==> src/rtl/mprj_io_cfg_loader.sv <==
// GPIO pad configuration store plus serial loader: shifts one word per pad out on two
// daisy chains, then strobes serial_load so every pad control block latches its word.
module mprj_io_cfg_loader #(
    parameter int unsigned TOTAL_PADS = 38,
    parameter int unsigned AREA1PADS  = 19,
    parameter int unsigned CFG_BITS   = 13,
    parameter int unsigned CLK_DIV    = 4
) (
    input  logic                wb_clk_i,
    input  logic                wb_rstn_i,
    input  logic                cfg_we,
    input  logic [5:0]          cfg_addr,
    input  logic [CFG_BITS-1:0] cfg_wdata,
    output logic [CFG_BITS-1:0] cfg_rdata,
    output logic                cfg_werr,
    input  logic                start,
    output logic                busy,
    output logic                done,
    output logic                serial_clock,
    output logic                serial_load,
    output logic                serial_data_1,
    output logic                serial_data_2
);

    localparam int unsigned AREA2PADS = TOTAL_PADS - AREA1PADS;
    localparam int unsigned NSTEPS    = (AREA1PADS > AREA2PADS) ? AREA1PADS : AREA2PADS;
    localparam int unsigned OFF1      = NSTEPS - AREA1PADS;
    localparam int unsigned OFF2      = NSTEPS - AREA2PADS;
    localparam int unsigned AW        = $clog2(TOTAL_PADS);
    localparam int unsigned SW        = (NSTEPS > 1) ? $clog2(NSTEPS) : 1;
    localparam int unsigned BW        = (CFG_BITS > 1) ? $clog2(CFG_BITS) : 1;
    localparam int unsigned PW        = $clog2(2 * CLK_DIV);

    localparam logic [CFG_BITS-1:0] RST_WORD   = CFG_BITS'(13'h0403);
    localparam logic [PW-1:0]       PHASE_LAST = PW'(2 * CLK_DIV - 1);
    localparam logic [PW-1:0]       LOAD_LAST  = PW'(CLK_DIV - 1);
    localparam logic [PW-1:0]       PHASE_HIGH = PW'(CLK_DIV);
    localparam logic [BW-1:0]       BIT_LAST   = BW'(CFG_BITS - 1);
    localparam logic [SW-1:0]       STEP_LAST  = SW'(NSTEPS - 1);

    typedef enum logic [1:0] {IDLE, SHIFT, LOAD, DONE} state_t;

    state_t                state_q, state_d;
    logic [PW-1:0]         phase_q, phase_d;
    logic [BW-1:0]         bit_q, bit_d;
    logic [SW-1:0]         step_q, step_d;
    logic [CFG_BITS-1:0]   store_q [TOTAL_PADS];
    logic [CFG_BITS-1:0]   rdata_q;
    logic                  werr_q;

    logic                  addr_ok, wr_ok;
    logic [AW-1:0]         addr_idx;
    logic [CFG_BITS-1:0]   word1, word2;
    logic [BW-1:0]         bsel;

    assign busy     = (state_q == SHIFT) || (state_q == LOAD);
    assign addr_ok  = 32'(cfg_addr) < TOTAL_PADS;
    assign addr_idx = cfg_addr[AW-1:0];
    assign wr_ok    = cfg_we && addr_ok && !busy;

    always_ff @(posedge wb_clk_i) begin
        if (!wb_rstn_i) begin
            for (int unsigned i = 0; i < TOTAL_PADS; i++) store_q[i] <= RST_WORD;
            rdata_q <= '0;
            werr_q  <= 1'b0;
        end else begin
            if (wr_ok) store_q[addr_idx] <= cfg_wdata;
            rdata_q <= addr_ok ? store_q[addr_idx] : '0;
            werr_q  <= cfg_we && (!addr_ok || busy);
        end
    end

    assign cfg_rdata = rdata_q;
    assign cfg_werr  = werr_q;

    // Shorter chain is front-padded with zeros so its padding ends up at the chain tail.
    always_comb begin
        word1 = '0;
        word2 = '0;
        if (32'(step_q) >= OFF1) word1 = store_q[AW'(NSTEPS - 1 - 32'(step_q))];
        if (32'(step_q) >= OFF2) word2 = store_q[AW'(TOTAL_PADS - 1 + OFF2 - 32'(step_q))];
        bsel = BIT_LAST - bit_q;
    end

    assign serial_clock  = (state_q == SHIFT) && (phase_q >= PHASE_HIGH);
    assign serial_load   = (state_q == LOAD);
    assign serial_data_1 = (state_q == SHIFT) && word1[bsel];
    assign serial_data_2 = (state_q == SHIFT) && word2[bsel];
    assign done          = (state_q == DONE);

    always_ff @(posedge wb_clk_i) begin
        if (!wb_rstn_i) begin
            state_q <= IDLE;
            phase_q <= '0;
            bit_q   <= '0;
            step_q  <= '0;
        end else begin
            state_q <= state_d;
            phase_q <= phase_d;
            bit_q   <= bit_d;
            step_q  <= step_d;
        end
    end

    always_comb begin
        state_d = state_q;
        phase_d = phase_q;
        bit_d   = bit_q;
        step_d  = step_q;
        case (state_q)
            IDLE: begin
                if (start) begin
                    state_d = SHIFT;
                    phase_d = '0;
                    bit_d   = '0;
                    step_d  = '0;
                end
            end
            SHIFT: begin
                if (phase_q == PHASE_LAST) begin
                    phase_d = '0;
                    if (bit_q == BIT_LAST) begin
                        bit_d = '0;
                        if (step_q == STEP_LAST) begin
                            step_d  = '0;
                            state_d = LOAD;
                        end else begin
                            step_d = step_q + 1'b1;
                        end
                    end else begin
                        bit_d = bit_q + 1'b1;
                    end
                end else begin
                    phase_d = phase_q + 1'b1;
                end
            end
            LOAD: begin
                if (phase_q == LOAD_LAST) begin
                    phase_d = '0;
                    state_d = DONE;
                end else begin
                    phase_d = phase_q + 1'b1;
                end
            end
            DONE:    state_d = IDLE;
            default: state_d = IDLE;
        endcase
    end

endmodule

==> config.mk <==
export PLATFORM = sky130hd
export DESIGN_NAME = mprj_io_cfg_loader
export DESIGN_NICKNAME = d
export VERILOG_FILES = /design/src/rtl/mprj_io_cfg_loader.sv
export SDC_FILE = /design/constraint.sdc
export NUM_CORES = 1
export LEC_CHECK = 0
export CORE_ASPECT_RATIO = 1.25
export CORE_UTILIZATION = 40
export CTS_BUF_LIST = sky130_fd_sc_hd__clkbuf_4 sky130_fd_sc_hd__clkbuf_8 sky130_fd_sc_hd__clkbuf_16
export CTS_CLUSTER_SIZE = 8
export DETAILED_ROUTE_END_ITERATION = 10
export SLEW_MARGIN = 30
export SYNTH_ARGS = -nofsm -noshare
export SYNTH_HDL_FRONTEND = slang
export SYNTH_SLANG_ARGS = --single-unit
export TNS_END_PERCENT = 50
==> constraint.sdc <==
create_clock -name wb_clk_i -period 5.09 [get_ports wb_clk_i]
set_input_delay 1.018 -clock wb_clk_i [delete_from_list [all_inputs] [get_ports wb_clk_i]]
set_output_delay 1.018 -clock wb_clk_i [all_outputs]
set_load 0.03 [all_outputs]
==> results.toml <==
[status]
outcome = "finished, violations left"
violations = "negative setup slack"

[clocking]
clock_path_buffers = 3
clkSlewWorstSetupHoldPaths_ps = 60
clockRootBuffer = "clkbuf_16"
clk_latency_ps = 740
cts_hold_buf = 0
htreeDepth = 3
clock-sinks = 860
cts-buffers-inserted = 117
cts_tree = "built"

[yosys]
synth_seq_cells = 860
synthTopCellsByCount = "832 x edfxtp_1, 387 x and2_1, 367 x mux4_2"
synth_most_common_cell = "edfxtp_1"
synthFlopType = "edfxtp_1"
synthArstFlopShare_pct = 0
synth.area.top_cells = "edfxtp_1 53%, mux4_2 17%, and2_1 5.1%"
synth_largest_area_cell = "edfxtp_1"
netlist_area_mm2 = 0.0475
ys_seq_area_share_pct = 53.8
ys_warn_count = 0
synth_edf_count = 832
syn_inst = 3412
ys_types = 79
syn_area_per_cell_um2 = 13.9
synth_top_area_share_pct = 52.6

[sta]
holdWs_ps = 476
drv_slew = 0
period_needed_ps = 5140
fmax_ghz = 0.195
setup_viol = 2
rsz0062_at_grt = "true"
fin_crit_sh_pct = 101
fin_setup_tns_ps = -80.6
tightestPinTransition_ps = 1010
max_slew_margin_pct = 32.3
worst_slack_ps = -45.9
skew_ps = 28.9
finalHoldViolCount = 0

[global_routing]
grt_pass1_vias = 35400
grt_max_degree = 65
grt_util_all_layers_pct = 32.5
antenna_found_initial = 9
grt_pass1_wl_um = 274000
grt_remaining_overflow = 0

[hold_path]
min_path_type = "flip-flop to flip-flop"

[place]
place_congestion = 1.02
dp_hpwl_um = 135000
dp_slack_ps = 126
portBuffers = 42
placed_cells = 5333
place_area_mm2 = 0.0525

[final_layout]
syn_to_final_growth_pct = 20.3
drive_above_1_share_pct = 25.6
postLayoutCellArea_mm2 = 0.0571
instances_no_fill = 5561
final_nets = 3965

[die]
die_w_um = 310
fp-row-count = 140
fp.dieH_um = 387
initial_core_util_pct = 40.5
die-area_mm2 = 0.120
core_mm2 = 0.117
top_level_ports = 43

[detailed_routing]
drc = 0
initialDrtViolationCount = 6340
antenna_left = 0
wl_um = 198000
via_count = 37300
wl_per_cell_um = 35.7
first_pass_iters = 6
vias_per_cell = 6.71

[critical_path]
cp-start-kind = "flip-flop"
r2r_cells = 8
r2r-end = "store_q[1][7]$_SDFFCE_PN0P_"
path_class = "flip-flop to primary output"
cp-startpoint = "step_q[1]$_SDFFE_PN0P_"
reg2reg_slack_ps = 1890
crit_arrival_ps = 4120
worstPathRequired_ps = 4070
r2r-start = "state_q[0]$_SDFFE_PN0P_"
end_kind = "primary output"
cp-endpoint = "serial_data_2"
cp_max_fo = 15

[run]
drv_cap = 0

[pwr]
p_per_area_mw_per_mm2 = 366
p_leak_nw = 19.2
ir_drop_mv = 0.298
-- registers in the layout, indices dropped and copies added (netlist names) --
| register | cells |
|---|---|
| store_q | 832 |
| cfg_rdata | 13 |
| step_q | 5 |
| bit_q | 4 |
| phase_q | 3 |
| state_q | 2 |
| cfg_werr | 1 |
-- power by group --
group / switching (mW) / internal, mW
logic: 2.92 / 1.97
registers: 0.268 / 8.16
clock network: 3.00 / 4.61
total: 6.18 / 14.7
-- layer usage --
metal	track usage, %	share of wire, %	wire (um)	vias up
li1	-	-	-	14600
met1	40.0	34	68000	18800
met2	50.5	45	89900	3094
met3	7.81	12	23800	742
met4	22.1	8.4	16700	12
met5	0	0.036	72	-
-- stage by stage --
step / total power [mW] / utilization [%]
after floorplan: 11.1 / -
after global placement: 12.9 / 44.8
after detailed placement: 12.9 / 44.8
after CTS: 20.6 / 48.3
after global routing: 21.3 / 48.8
final: 20.9 / 48.8
-- cell families (layout without fill, tap and decap cells) --
family	count (synthesis)	in the layout	synth area share, %
buf+inv	354	599	3.66
other cells	1	343	0.00790
fa+ha+maj	16	16	0.422
simple gates	991	991	11.6
flops	860	860	53.8
xor+xnor	11	11	0.219
mux	435	435	18.9
compound gates	744	744	11.4
-- area by class of cell --
class,instances,area [um2]
Sequential cell,860,25600
Clock inverter,4,42.5
Fill cell,10100,60000
Clock buffer,183,3480
Multi-Input combinational cell,2535,22000
Timing Repair Buffer,399,4070
Tap cell,1562,1950
Inverter,13,51.3
Antenna cell,5,12.5
-- worst min-delay path by stage --
stage                            startpoint                 endpoint  slack [ps]  cells past startpoint
floorplan           phase_q[1]$_SDFFE_PN0P_  phase_q[1]$_SDFFE_PN0P_         450                      2
global placement    phase_q[1]$_SDFFE_PN0P_  phase_q[1]$_SDFFE_PN0P_         460                      2
detailed placement  phase_q[1]$_SDFFE_PN0P_  phase_q[1]$_SDFFE_PN0P_         470                      2
CTS                 phase_q[1]$_SDFFE_PN0P_  phase_q[1]$_SDFFE_PN0P_         480                      2
global route        phase_q[1]$_SDFFE_PN0P_  phase_q[1]$_SDFFE_PN0P_         500                      2
finish              phase_q[1]$_SDFFE_PN0P_  phase_q[1]$_SDFFE_PN0P_         480                      2
-- placed cells by master, fill, tap and decap left out, drive strengths merged, types with 9 or more instances in the layout --
cell type and count:
nand4 85, a22o 58, a32oi 10, o211ai 16, nor2b 13, conb 338, edfxtp 832, a311oi 14
clkbuf 190, dfxtp 28, ha 16, and2 390, nor2 87, and3 16, a221oi 70, nand2b 13
nand2 173, mux2 9, o21ai 95, nand3 54, nor3 14, mux4 367, mux2i 59, inv 16
a211oi 12, buf 366, clkdlybuf4s50 23, a22oi 301, or3 119, a31oi 56, a21oi 43
-- worst max-delay path, cell delays in order (launching register included) --
cell,delay [ps]
dfxtp_4,410
clkbuf_4,220
buf_12,210
buf_6,280
mux4_2,550
mux2i_1,500
nor2_1,90
a21oi_1,240
o311ai_0,140
a21oi_1,190
and2_0,220
o2bb2ai_4,140
buf_12,160
-- what timing repair did --
item | CTS | global route
setup endpoints to repair | 2 | 2
pin swaps | 8 | 12
hold endpoints to repair | 0 | 0
resized for setup | 55 | 62
setup buffers | 21 | 6
gates cloned | 4 | 6
Note: power is estimated with default switching activity, not from simulation.
